`config.mk`:
```
export PLATFORM = sky130hd
export DESIGN_NAME = apb_req_arbiter_flat
export DESIGN_NICKNAME = d
export VERILOG_FILES = /design/src/rtl/apb_req_arbiter_if.sv /design/src/rtl/apb_req_arbiter.sv /design/src/flat_wrapper.sv
export SDC_FILE = /design/constraint.sdc
export NUM_CORES = 1
export LEC_CHECK = 0
export ABC_AREA = 0
export CORE_ASPECT_RATIO = 0.6
export CORE_UTILIZATION = 55
export CTS_CLUSTER_SIZE = 28
export DETAILED_ROUTE_END_ITERATION = 12
export DONT_BUFFER_PORTS = 1
export PLACE_DENSITY = 0.77
export RECOVER_POWER = 100
export SYNTH_ARGS = -nofsm -noshare
export SYNTH_HDL_FRONTEND = slang
export SYNTH_SLANG_ARGS = --single-unit
```
`constraint.sdc`:
```
create_clock -name clk -period 2.48 [get_ports clk]
set_input_delay 0.248 -clock clk [delete_from_list [all_inputs] [get_ports clk]]
set_output_delay 0.248 -clock clk [all_outputs]
set_load 0.02 [all_outputs]
```
`src/rtl/apb_req_arbiter_if.sv`:
```
// APB bus between the request arbiter (master) and the shared register-file slave.
interface apb_req_arbiter_if #(
  parameter int ADDR_W = 5,
  parameter int DATA_W = 32
);
  logic [ADDR_W-1:0] PADDR;
  logic [DATA_W-1:0] PWDATA;
  logic              PWRITE;
  logic              PSEL;
  logic              PENABLE;
  logic [DATA_W-1:0] PRDATA;
  logic              PREADY;
  logic              PSLVERR;

  modport master (
    output PADDR, PWDATA, PWRITE, PSEL, PENABLE,
    input  PRDATA, PREADY, PSLVERR
  );

  modport slave (
    input  PADDR, PWDATA, PWRITE, PSEL, PENABLE,
    output PRDATA, PREADY, PSLVERR
  );
endinterface

```
`src/rtl/apb_req_arbiter.sv`:
```
// Round-robin arbiter that sequences single-beat register requests onto one APB slave,
// with a PREADY watchdog that aborts a stuck ACCESS phase.
//
// state  | meaning
// IDLE   | arbitrating; also the cycle in which the previous ack is presented
// SETUP  | PSEL high, PENABLE low, bus payload captured
// ACCESS | PSEL and PENABLE high, waiting on PREADY or watchdog expiry
module apb_req_arbiter #(
  parameter int NUM_REQ = 2,
  parameter int ADDR_W  = 5,
  parameter int DATA_W  = 32,
  parameter int TIMEOUT = 16
) (
  input  logic                        clk,
  input  logic                        rst,
  input  logic [NUM_REQ-1:0]          req,
  input  logic [NUM_REQ-1:0]          req_write,
  input  logic [NUM_REQ*ADDR_W-1:0]   req_addr,
  input  logic [NUM_REQ*DATA_W-1:0]   req_wdata,
  output logic [NUM_REQ-1:0]          ack,
  output logic [DATA_W-1:0]           rsp_rdata,
  output logic                        rsp_err,
  output logic                        busy,
  output logic [$clog2(NUM_REQ)-1:0]  grant_id,
  apb_req_arbiter_if.master           apb
);

  localparam int GID_W = $clog2(NUM_REQ);
  localparam int WD_W  = (TIMEOUT > 1) ? $clog2(TIMEOUT) : 1;
  localparam logic [WD_W-1:0]  WD_LAST = WD_W'((TIMEOUT > 0) ? TIMEOUT - 1 : 0);
  localparam logic [GID_W-1:0] GID_MAX = GID_W'(NUM_REQ - 1);
  localparam logic [GID_W:0]   NREQ_X  = (GID_W + 1)'(NUM_REQ);

  typedef enum logic [1:0] {
    ST_IDLE   = 2'd0,
    ST_SETUP  = 2'd1,
    ST_ACCESS = 2'd2
  } state_t;

  state_t              state_q, state_d;
  logic [GID_W-1:0]    ptr_q, ptr_d;
  logic [WD_W-1:0]     wd_q, wd_d;
  logic [ADDR_W-1:0]   paddr_q, paddr_d;
  logic [DATA_W-1:0]   pwdata_q, pwdata_d;
  logic                pwrite_q, pwrite_d;
  logic                psel_q, psel_d;
  logic                penable_q, penable_d;
  logic                busy_q, busy_d;
  logic [GID_W-1:0]    gid_q, gid_d;
  logic [NUM_REQ-1:0]  ack_q, ack_d;
  logic [DATA_W-1:0]   rdata_q, rdata_d;
  logic                err_q, err_d;

  logic [NUM_REQ-1:0]  mask;
  logic                found;
  logic [GID_W-1:0]    pick;

  // Requester acked in this cycle is masked so it cannot be re-granted on its own ack edge.
  always_comb begin
    logic [GID_W:0] idx;
    mask  = req & ~ack_q;
    found = 1'b0;
    pick  = '0;
    idx   = '0;
    for (int i = 0; i < NUM_REQ; i++) begin
      idx = {1'b0, ptr_q} + (GID_W + 1)'(i);
      if (idx >= NREQ_X) begin
        idx = idx - NREQ_X;
      end
      if (!found && mask[idx[GID_W-1:0]]) begin
        found = 1'b1;
        pick  = idx[GID_W-1:0];
      end
    end
  end

  always_comb begin
    state_d   = state_q;
    ptr_d     = ptr_q;
    wd_d      = wd_q;
    paddr_d   = paddr_q;
    pwdata_d  = pwdata_q;
    pwrite_d  = pwrite_q;
    psel_d    = psel_q;
    penable_d = penable_q;
    busy_d    = busy_q;
    gid_d     = gid_q;
    ack_d     = '0;
    rdata_d   = '0;
    err_d     = 1'b0;

    unique case (state_q)
      ST_IDLE: begin
        if (found) begin
          state_d   = ST_SETUP;
          gid_d     = pick;
          paddr_d   = req_addr[pick*ADDR_W +: ADDR_W];
          pwdata_d  = req_wdata[pick*DATA_W +: DATA_W];
          pwrite_d  = req_write[pick];
          ptr_d     = (pick == GID_MAX) ? '0 : pick + 1'b1;
          psel_d    = 1'b1;
          penable_d = 1'b0;
          busy_d    = 1'b1;
        end
      end

      ST_SETUP: begin
        state_d   = ST_ACCESS;
        penable_d = 1'b1;
        wd_d      = '0;
      end

      ST_ACCESS: begin
        if (apb.PREADY) begin
          state_d      = ST_IDLE;
          psel_d       = 1'b0;
          penable_d    = 1'b0;
          busy_d       = 1'b0;
          ack_d[gid_q] = 1'b1;
          rdata_d      = pwrite_q ? '0 : apb.PRDATA;
          err_d        = apb.PSLVERR;
        end else begin
          wd_d = wd_q + 1'b1;
          // Watchdog: the TIMEOUT-th consecutive not-ready ACCESS cycle ends the transfer.
          if ((TIMEOUT != 0) && (wd_q == WD_LAST)) begin
            state_d      = ST_IDLE;
            psel_d       = 1'b0;
            penable_d    = 1'b0;
            busy_d       = 1'b0;
            ack_d[gid_q] = 1'b1;
            rdata_d      = '0;
            err_d        = 1'b1;
          end
        end
      end

      default: begin
        state_d = ST_IDLE;
      end
    endcase
  end

  always_ff @(posedge clk) begin
    if (rst) begin
      state_q   <= ST_IDLE;
      ptr_q     <= '0;
      wd_q      <= '0;
      paddr_q   <= '0;
      pwdata_q  <= '0;
      pwrite_q  <= 1'b0;
      psel_q    <= 1'b0;
      penable_q <= 1'b0;
      busy_q    <= 1'b0;
      gid_q     <= '0;
      ack_q     <= '0;
      rdata_q   <= '0;
      err_q     <= 1'b0;
    end else begin
      state_q   <= state_d;
      ptr_q     <= ptr_d;
      wd_q      <= wd_d;
      paddr_q   <= paddr_d;
      pwdata_q  <= pwdata_d;
      pwrite_q  <= pwrite_d;
      psel_q    <= psel_d;
      penable_q <= penable_d;
      busy_q    <= busy_d;
      gid_q     <= gid_d;
      ack_q     <= ack_d;
      rdata_q   <= rdata_d;
      err_q     <= err_d;
    end
  end

  assign ack         = ack_q;
  assign rsp_rdata   = rdata_q;
  assign rsp_err     = err_q;
  assign busy        = busy_q;
  assign grant_id    = gid_q;
  assign apb.PADDR   = paddr_q;
  assign apb.PWDATA  = pwdata_q;
  assign apb.PWRITE  = pwrite_q;
  assign apb.PSEL    = psel_q;
  assign apb.PENABLE = penable_q;

endmodule

```
`src/flat_wrapper.sv`:
```
// flat-port wrapper written by rule: the top's interface ports become plain ports
module apb_req_arbiter_flat 
#(
  parameter int NUM_REQ = 2,
  parameter int ADDR_W  = 5,
  parameter int DATA_W  = 32,
  parameter int TIMEOUT = 16
)
  (clk, rst, req, req_write, req_addr, req_wdata, ack, rsp_rdata, rsp_err, busy, grant_id, apb_PADDR, apb_PWDATA, apb_PWRITE, apb_PSEL, apb_PENABLE, apb_PRDATA, apb_PREADY, apb_PSLVERR);
  apb_req_arbiter_if #(.ADDR_W(ADDR_W), .DATA_W(DATA_W)) apb_i ();
  input  logic clk;
  input  logic rst;
  input  logic [NUM_REQ-1:0] req;
  input  logic [NUM_REQ-1:0] req_write;
  input  logic [NUM_REQ*ADDR_W-1:0] req_addr;
  input  logic [NUM_REQ*DATA_W-1:0] req_wdata;
  output logic [NUM_REQ-1:0] ack;
  output logic [DATA_W-1:0] rsp_rdata;
  output logic rsp_err;
  output logic busy;
  output logic [$clog2(NUM_REQ)-1:0] grant_id;
  output wire logic [$bits(apb_i.PADDR)-1:0] apb_PADDR;
  output wire logic [$bits(apb_i.PWDATA)-1:0] apb_PWDATA;
  output wire logic [$bits(apb_i.PWRITE)-1:0] apb_PWRITE;
  output wire logic [$bits(apb_i.PSEL)-1:0] apb_PSEL;
  output wire logic [$bits(apb_i.PENABLE)-1:0] apb_PENABLE;
  input wire logic [$bits(apb_i.PRDATA)-1:0] apb_PRDATA;
  input wire logic [$bits(apb_i.PREADY)-1:0] apb_PREADY;
  input wire logic [$bits(apb_i.PSLVERR)-1:0] apb_PSLVERR;
  assign apb_PADDR = apb_i.PADDR;
  assign apb_PWDATA = apb_i.PWDATA;
  assign apb_PWRITE = apb_i.PWRITE;
  assign apb_PSEL = apb_i.PSEL;
  assign apb_PENABLE = apb_i.PENABLE;
  assign apb_i.PRDATA = apb_PRDATA;
  assign apb_i.PREADY = apb_PREADY;
  assign apb_i.PSLVERR = apb_PSLVERR;
  apb_req_arbiter #(.NUM_REQ(NUM_REQ), .ADDR_W(ADDR_W), .DATA_W(DATA_W), .TIMEOUT(TIMEOUT)) u_core (.clk(clk), .rst(rst), .req(req), .req_write(req_write), .req_addr(req_addr), .req_wdata(req_wdata), .ack(ack), .rsp_rdata(rsp_rdata), .rsp_err(rsp_err), .busy(busy), .grant_id(grant_id), .apb(apb_i));
endmodule
```
==> flow_summary.yaml, run 1 <==
final_layout:
  multi_input_area_um2: 1190
  fillerInstances: 424
  drive_above_1_share_pct: 7.692
  fin_nets: 400
  regArea_um2: 1662
  instances_no_fill: 352
  n_antenna_cell: 0
  synthToLayoutAreaGrowth_pct: 9.724
place:
  routabilityCongestion: 0.7845
  io_buffers: 0
  place_inst: 327
  dpl.hpwl_mm: 4.780
worst_setup_path:
  r2r-start: "u_core.state_q[0]"
  cpPeakStageDelay_ns: 0.52
  rrSetupSlack_ns: 0.37
  crit_fanout: 27
  crit_end: "u_core.apb.PWDATA[31]"
  cp_data_required_time_ns: 2.76
  worstPathArrival_ns: 2.40
  start_kind: "flop"
  reg2reg_to: "u_core.apb.PWDATA[31]"
  r2r_cells: 6
  setup.worst_path.end_class: "flop"
  worstSetupStartpoint: "u_core.state_q[0]"
  worstSetupPathType: "reg -> reg"
  critical_path.cell_chain: "inv_1 > ha_1 > nand3b_1 > a211oi_1 > clkbuf_2 > a221o_1"
  critPathSlowestCell: "clkbuf_2"
synth:
  syn_nets: 392
  netlist_instances: 274
  netlist_area_um2: 2998
  yosysUniqueCellTypes: 33
  yosysSeqAreaShare_pct: 55.43
  ys_warn_count: 0
  synth-seq-cells: 83
  syn_avg_cell_area_um2: 10.94
sta:
  drv_slew: 0
  fin_tns_setup_ns: 0
  grt_setup_unrepaired: "false"
  finalSetupViolCount: 0
  period_share_pct: 85.28
  slew_headroom_pct: 63.72
  hold_viol: 0
  min_period_ns: 2.115
  clock_skew_ns: 0.008036
  clock.fmax_mhz: 472.8
  worst_pin_slew_ns: 0.5442
clocking:
  htreeDepth: 3
  root_buffer: "clkbuf_8"
  cts_buffers: 9
  post_cts_hold_buffer_count: 5
  clk_pin_slew_worst_paths_ns: 0.08
  ctsLongestPathBuffers: 2
  post_cts_buffers: 0
  clock-sinks: 83
  cts_tree: "built"
  cts_resized: 0
  clk_latency_ns: 0.34
power_and_ir_drop:
  power_leakage_nw: 1.281
  p_per_area_nw_per_um2: 872.6
  power_mw: 2.870
  ir_drop_uv: 480.3
route:
  drc: 0
  drt_iter0_drc: 78
  dr.pass1.iters: 4
  avgRoutedWirePerCell_um: 19.21
  via_count: 2048
  viasPerCell: 5.818
  ant_nets: 0
  wirelength_mm: 6.762
floorplanning:
  die_w_um: 97.31
  ios: 191
  initial_core_util_pct: 58.16
  fp.dieH_um: 59.19
  row_count: 20
  core_region_area_um2: 5155
  fp.dieArea_um2: 5759
grt:
  track_usage_pct: 22.05
  grt_max_degree: 39
  grt_pass1_wl_mm: 9.563
  antenna_found_initial: 0
  grt_overflow: 0
  grt_pass1_vias: 1844
hold_path:
  min_path_type: "in -> reg"
  min_path_cells: 1
job:
  drv_cap: 0
outcome:
  status: "complete, no violations"
Yosys cell counts:
library cell	count	area share, %
nor2b_1	2	0.42
a32oi_1	1	0.29
o211ai_1	2	0.50
and2_1	32	6.7
buf_6	3	1.1
clkbuf_1	5	0.63
a221o_1	38	13
and3_1	1	0.21
nor4b_2	1	0.50
a22oi_1	1	0.25
nand2_1	9	1.1
a311oi_1	3	0.88
mux2i_1	2	0.67
o2111a_1	1	0.38
dfxtp_1	83	55
a21oi_1	7	1.2
nand3b_1	1	0.25
or2_2	1	0.21
nand3_1	1	0.17
buf_4	4	1.0
buf_2	6	1.0
nor2_1	11	1.4
nand2b_1	1	0.21
ha_1	4	1.7
a21o_1	1	0.25
a2bb2oi_1	1	0.29
o21ai_0	3	0.50
nand4b_1	1	0.29
inv_1	7	0.88
a211oi_2	1	0.42
nand2b_4	1	0.46
and2_0	38	7.9
nor3_1	1	0.17
final cells by class:
class,count,share of cell area (%)
sequential,83,50.51
multi-input combinational,166,36.17
clock buffer,10,4.184
timing repair buffer,15,3.918
tap,66,2.510
clock inverter,5,1.902
inverter,7,0.7988
stage by stage:
step	setup slack [ns]	instance area, um2	util (%)	hold WS, ns
6_report	0.3651	3289	63.81	0.01840
5_1_grt	0.2340	3289	63.81	-0.003613
4_1_cts	0.5700	3276	63.54	0.0003250
3_5_place_dp	0.5816	3025	58.69	0.3240
3_3_place_gp	0.6537	3025	58.69	0.3219
2_1_floorplan	0.8214	2998	-	0.3398
cell usage in the layout (no fill, tap or decap), types with 2 or more instances in the layout:
master,n
a21oi_1,6
a221o_1,38
a311oi_1,3
and2_0,47
and2_1,23
buf_4,2
clkbuf_2,2
clkbuf_8,10
clkinvlp_4,2
dfxtp_1,83
dlygate4sd3_1,10
ha_1,4
inv_1,7
mux2i_1,2
nand2_1,9
nor2_1,11
nor2b_1,2
o211ai_1,2
o21ai_0,3
power by group:
part           switching [mW]  leakage, nW  internal [mW]
logic                   0.136        0.509          0.130
registers               0.201        0.677           1.44
clock network           0.473       0.0950          0.492
layer usage:
metal  global-route usage [%]  vias to the layer above  wire (um)
met5                        0                        -          0
met4                    6.933                        0         63
met3                    9.434                        6        484
met2                    34.21                       95       3126
met1                    28.26                      961       3087
li1                         -                      986          -
logic make-up after synthesis:
kind of cell,Yosys count,share of synthesized area (%)
compound gates,59,17.61
mux,2,0.6678
simple gates,101,19.99
fa+ha+maj,4,1.670
flops,83,55.43
buf+inv,25,4.633
worst min-delay path by stage:
stage	from	end	slack [ns]
floorplan	apb_PREADY	u_core.rsp_err	0.34
global placement	rst	u_core.apb.PSEL	0.32
detailed placement	rst	u_core.grant_id	0.32
CTS	apb_PRDATA[30]	u_core.rsp_rdata[30]	0.0003
global route	apb_PRDATA[5]	u_core.rsp_rdata[5]	-0.004
finish	apb_PRDATA[17]	u_core.rsp_rdata[17]	0.02
state kept, by name, summed over array words and instances, names as in the netlist:
| register | count |
|---|---|
| u_core.apb.PWDATA | 32 |
| u_core.rsp_rdata | 32 |
| u_core.apb.PADDR | 5 |
| u_core.wd_q | 4 |
| u_core.ack | 2 |
| u_core.state_q | 2 |
| u_core.apb.PENABLE | 1 |
| u_core.apb.PSEL | 1 |
| u_core.apb.PWRITE | 1 |
| u_core.grant_id | 1 |
| u_core.ptr_q | 1 |
| u_core.rsp_err | 1 |
critical path, delay by kind of cell (launching register included):
kind	cells	cell delay [ns]
buffers and inverters	2	0.60
AO/OA/AOI/OAI	2	0.58
flip-flops	1	0.33
AND/OR/NAND/NOR	1	0.18
adder cells (fa/ha/maj)	1	0.34
Power figures use the tool's default switching activity.
==> run 2: changes to the inputs <==
Settings changed: SLEW_MARGIN set to 30.
==> results of run 2 <==
No change in the layout: final DEF, timing and power equal those of run 1.
==> run 3: changes to the inputs <==
Settings changed: CORE_UTILIZATION 55 to 38, GPL_TIMING_DRIVEN set to 0, PLACE_DENSITY 0.77 to 0.59.
==> flow_summary.yaml, run 3 (synthesis gave the netlist of run 1 again) <==
clocking:
  cts_tree: "built"
  clk_pin_slew_worst_paths_ns: 0.06
  clock-sinks: 83
  htreeDepth: 3
  ctsLongestPathBuffers: 2
  clk_latency_ns: 0.32
  cts_buffers: 9
  root_buffer: "clkbuf_16"
  cts_resized: 0
worst_setup_path:
  crit_fanout: 10
  start_kind: "flop"
  worstSetupPathType: "reg -> reg"
  critPathSlowestCell: "dfxtp_1"
  reg2reg_to: "u_core.apb.PWDATA[16]"
  critical_path.cell_chain: "inv_1 > ha_1 > clkbuf_1 > nand3b_1 > a211oi_1 > buf_4 > clkbuf_2 > a221o_1"
  cp_data_required_time_ns: 2.75
  r2r-start: "u_core.state_q[0]"
  cpPeakStageDelay_ns: 0.33
  worstSetupStartpoint: "u_core.state_q[0]"
  worstPathArrival_ns: 2.38
  rrSetupSlack_ns: 0.37
  r2r_cells: 8
  setup.worst_path.end_class: "flop"
floorplanning:
  ios: 191
  initial_core_util_pct: 40.26
  row_count: 24
  fp.dieArea_um2: 8260
  fp.dieH_um: 70.80
  core_region_area_um2: 7447
  die_w_um: 116.7
power_and_ir_drop:
  power_leakage_nw: 1.319
  ir_drop_uv: 454.9
  p_per_area_nw_per_um2: 923.9
sta:
  slew_headroom_pct: 61.05
  clock.fmax_mhz: 473.5
  period_share_pct: 85.15
  drv_slew: 0
  finalHoldWorstSlack_ns: 0.04008
  hold_viol: 0
  clock_skew_ns: 0.004507
  worst_pin_slew_ns: 0.5842
  grt_setup_unrepaired: "false"
  min_period_ns: 2.112
  finalSetupViolCount: 0
  fin_tns_setup_ns: 0
grt:
  grt_overflow: 0
  track_usage_pct: 17.68
  antenna_found_initial: 0
  grt_max_degree: 15
  grt_pass1_vias: 2088
  grt_pass1_wl_mm: 10.90
outcome:
  status: "complete, no violations"
final_layout:
  instances_no_fill: 395
  mostFrequentLayoutCell: "dfxtp_1"
  regArea_um2: 1662
  final_cell_mix: "83 x dfxtp_1, 54 x and2_0, 38 x a221o_1"
  fillerInstances: 725
  n_antenna_cell: 0
  final_cell_area_um2: 3406
  utilization_pct: 45.73
  drive_above_1_share_pct: 9.966
  synthToLayoutAreaGrowth_pct: 13.61
  multi_input_area_um2: 1192
  fin_nets: 404
hold_path:
  min_path_cells: 1
  hold_path_startpoint: "apb_PRDATA[12]"
  hold_end: "u_core.rsp_rdata[12]"
  min_path_type: "in -> reg"
route:
  drc: 0
  wirelength_mm: 7.346
  drt_iter0_drc: 92
  ant_nets: 0
  viasPerCell: 5.339
  avgRoutedWirePerCell_um: 18.60
  dr.pass1.iters: 4
  via_count: 2109
place:
  routabilityCongestion: 0.7389
  placed_cell_area_um2: 3128
  io_buffers: 0
  dpl.hpwl_mm: 5.530
  place_inst: 378
job:
  drv_cap: 0
[run 3: cell count changes in the layout (fill, tap and decap cells not counted), sizes merged]
cell and delta:
dlygate4sd3 -9, buf +7, clkbuf +7, clkinv +1
bufinv -1
[run 3: worst max-delay path by stage]
stage / to / slack [ns] / cells past startpoint
2_1_floorplan: u_core.apb.PWDATA[10] / 0.82 / 8
3_3_place_gp: u_core.rsp_rdata[2] / 0.61 / 6
3_5_place_dp: u_core.rsp_rdata[2] / 0.55 / 6
4_1_cts: u_core.rsp_rdata[8] / 0.54 / 6
5_1_grt: u_core.apb.PWDATA[16] / 0.21 / 8
6_report: u_core.apb.PWDATA[16] / 0.37 / 8
[run 3: repair_timing]
item                      4_1_cts  5_1_grt
hold buffers                    0        1
hold endpoints to repair        0        1
buffers inserted                0        0
[run 3: power by group]
group          switching, mW  total (mW)  internal (mW)
registers              0.198        1.64           1.44
clock network          0.517        1.23          0.709
logic                  0.150       0.283          0.133
[run 3: cell type report]
class / count / area share [%]
clock buffer: 11 / 7.127
clock inverter: 5 / 1.102
inverter: 7 / 0.7715
sequential: 83 / 48.79
tap: 104 / 3.821
multi-input combinational: 166 / 35.01
buffer: 18 / 3.086
timing repair buffer: 1 / 0.2939
[run 3: through the flow]
step | power, mW | setup WS [ns]
floorplan | 1.871 | 0.8214
global placement | 1.947 | 0.6068
detailed placement | 1.954 | 0.5510
CTS | 3.193 | 0.5378
global route | 3.297 | 0.2146
finish | 3.147 | 0.3683
[run 3: critical path, delay by kind of cell, from the launching register on]
family / cells / cell delay (ns)
flops: 1 / 0.33
simple gates: 1 / 0.19
buf+inv: 4 / 0.87
fa+ha+maj: 1 / 0.14
compound gates: 2 / 0.52
[run 3: layer usage]
layer / part of all wire (%) / vias up / wire (um) / track usage, %
li1: - / 997 / - / -
met1: 44 / 980 / 3227 / 22.20
met2: 45 / 125 / 3275 / 27.22
met3: 11 / 7 / 786 / 8.226
met4: 0.78 / 0 / 57 / 5.063
met5: 0 / - / 0 / 0
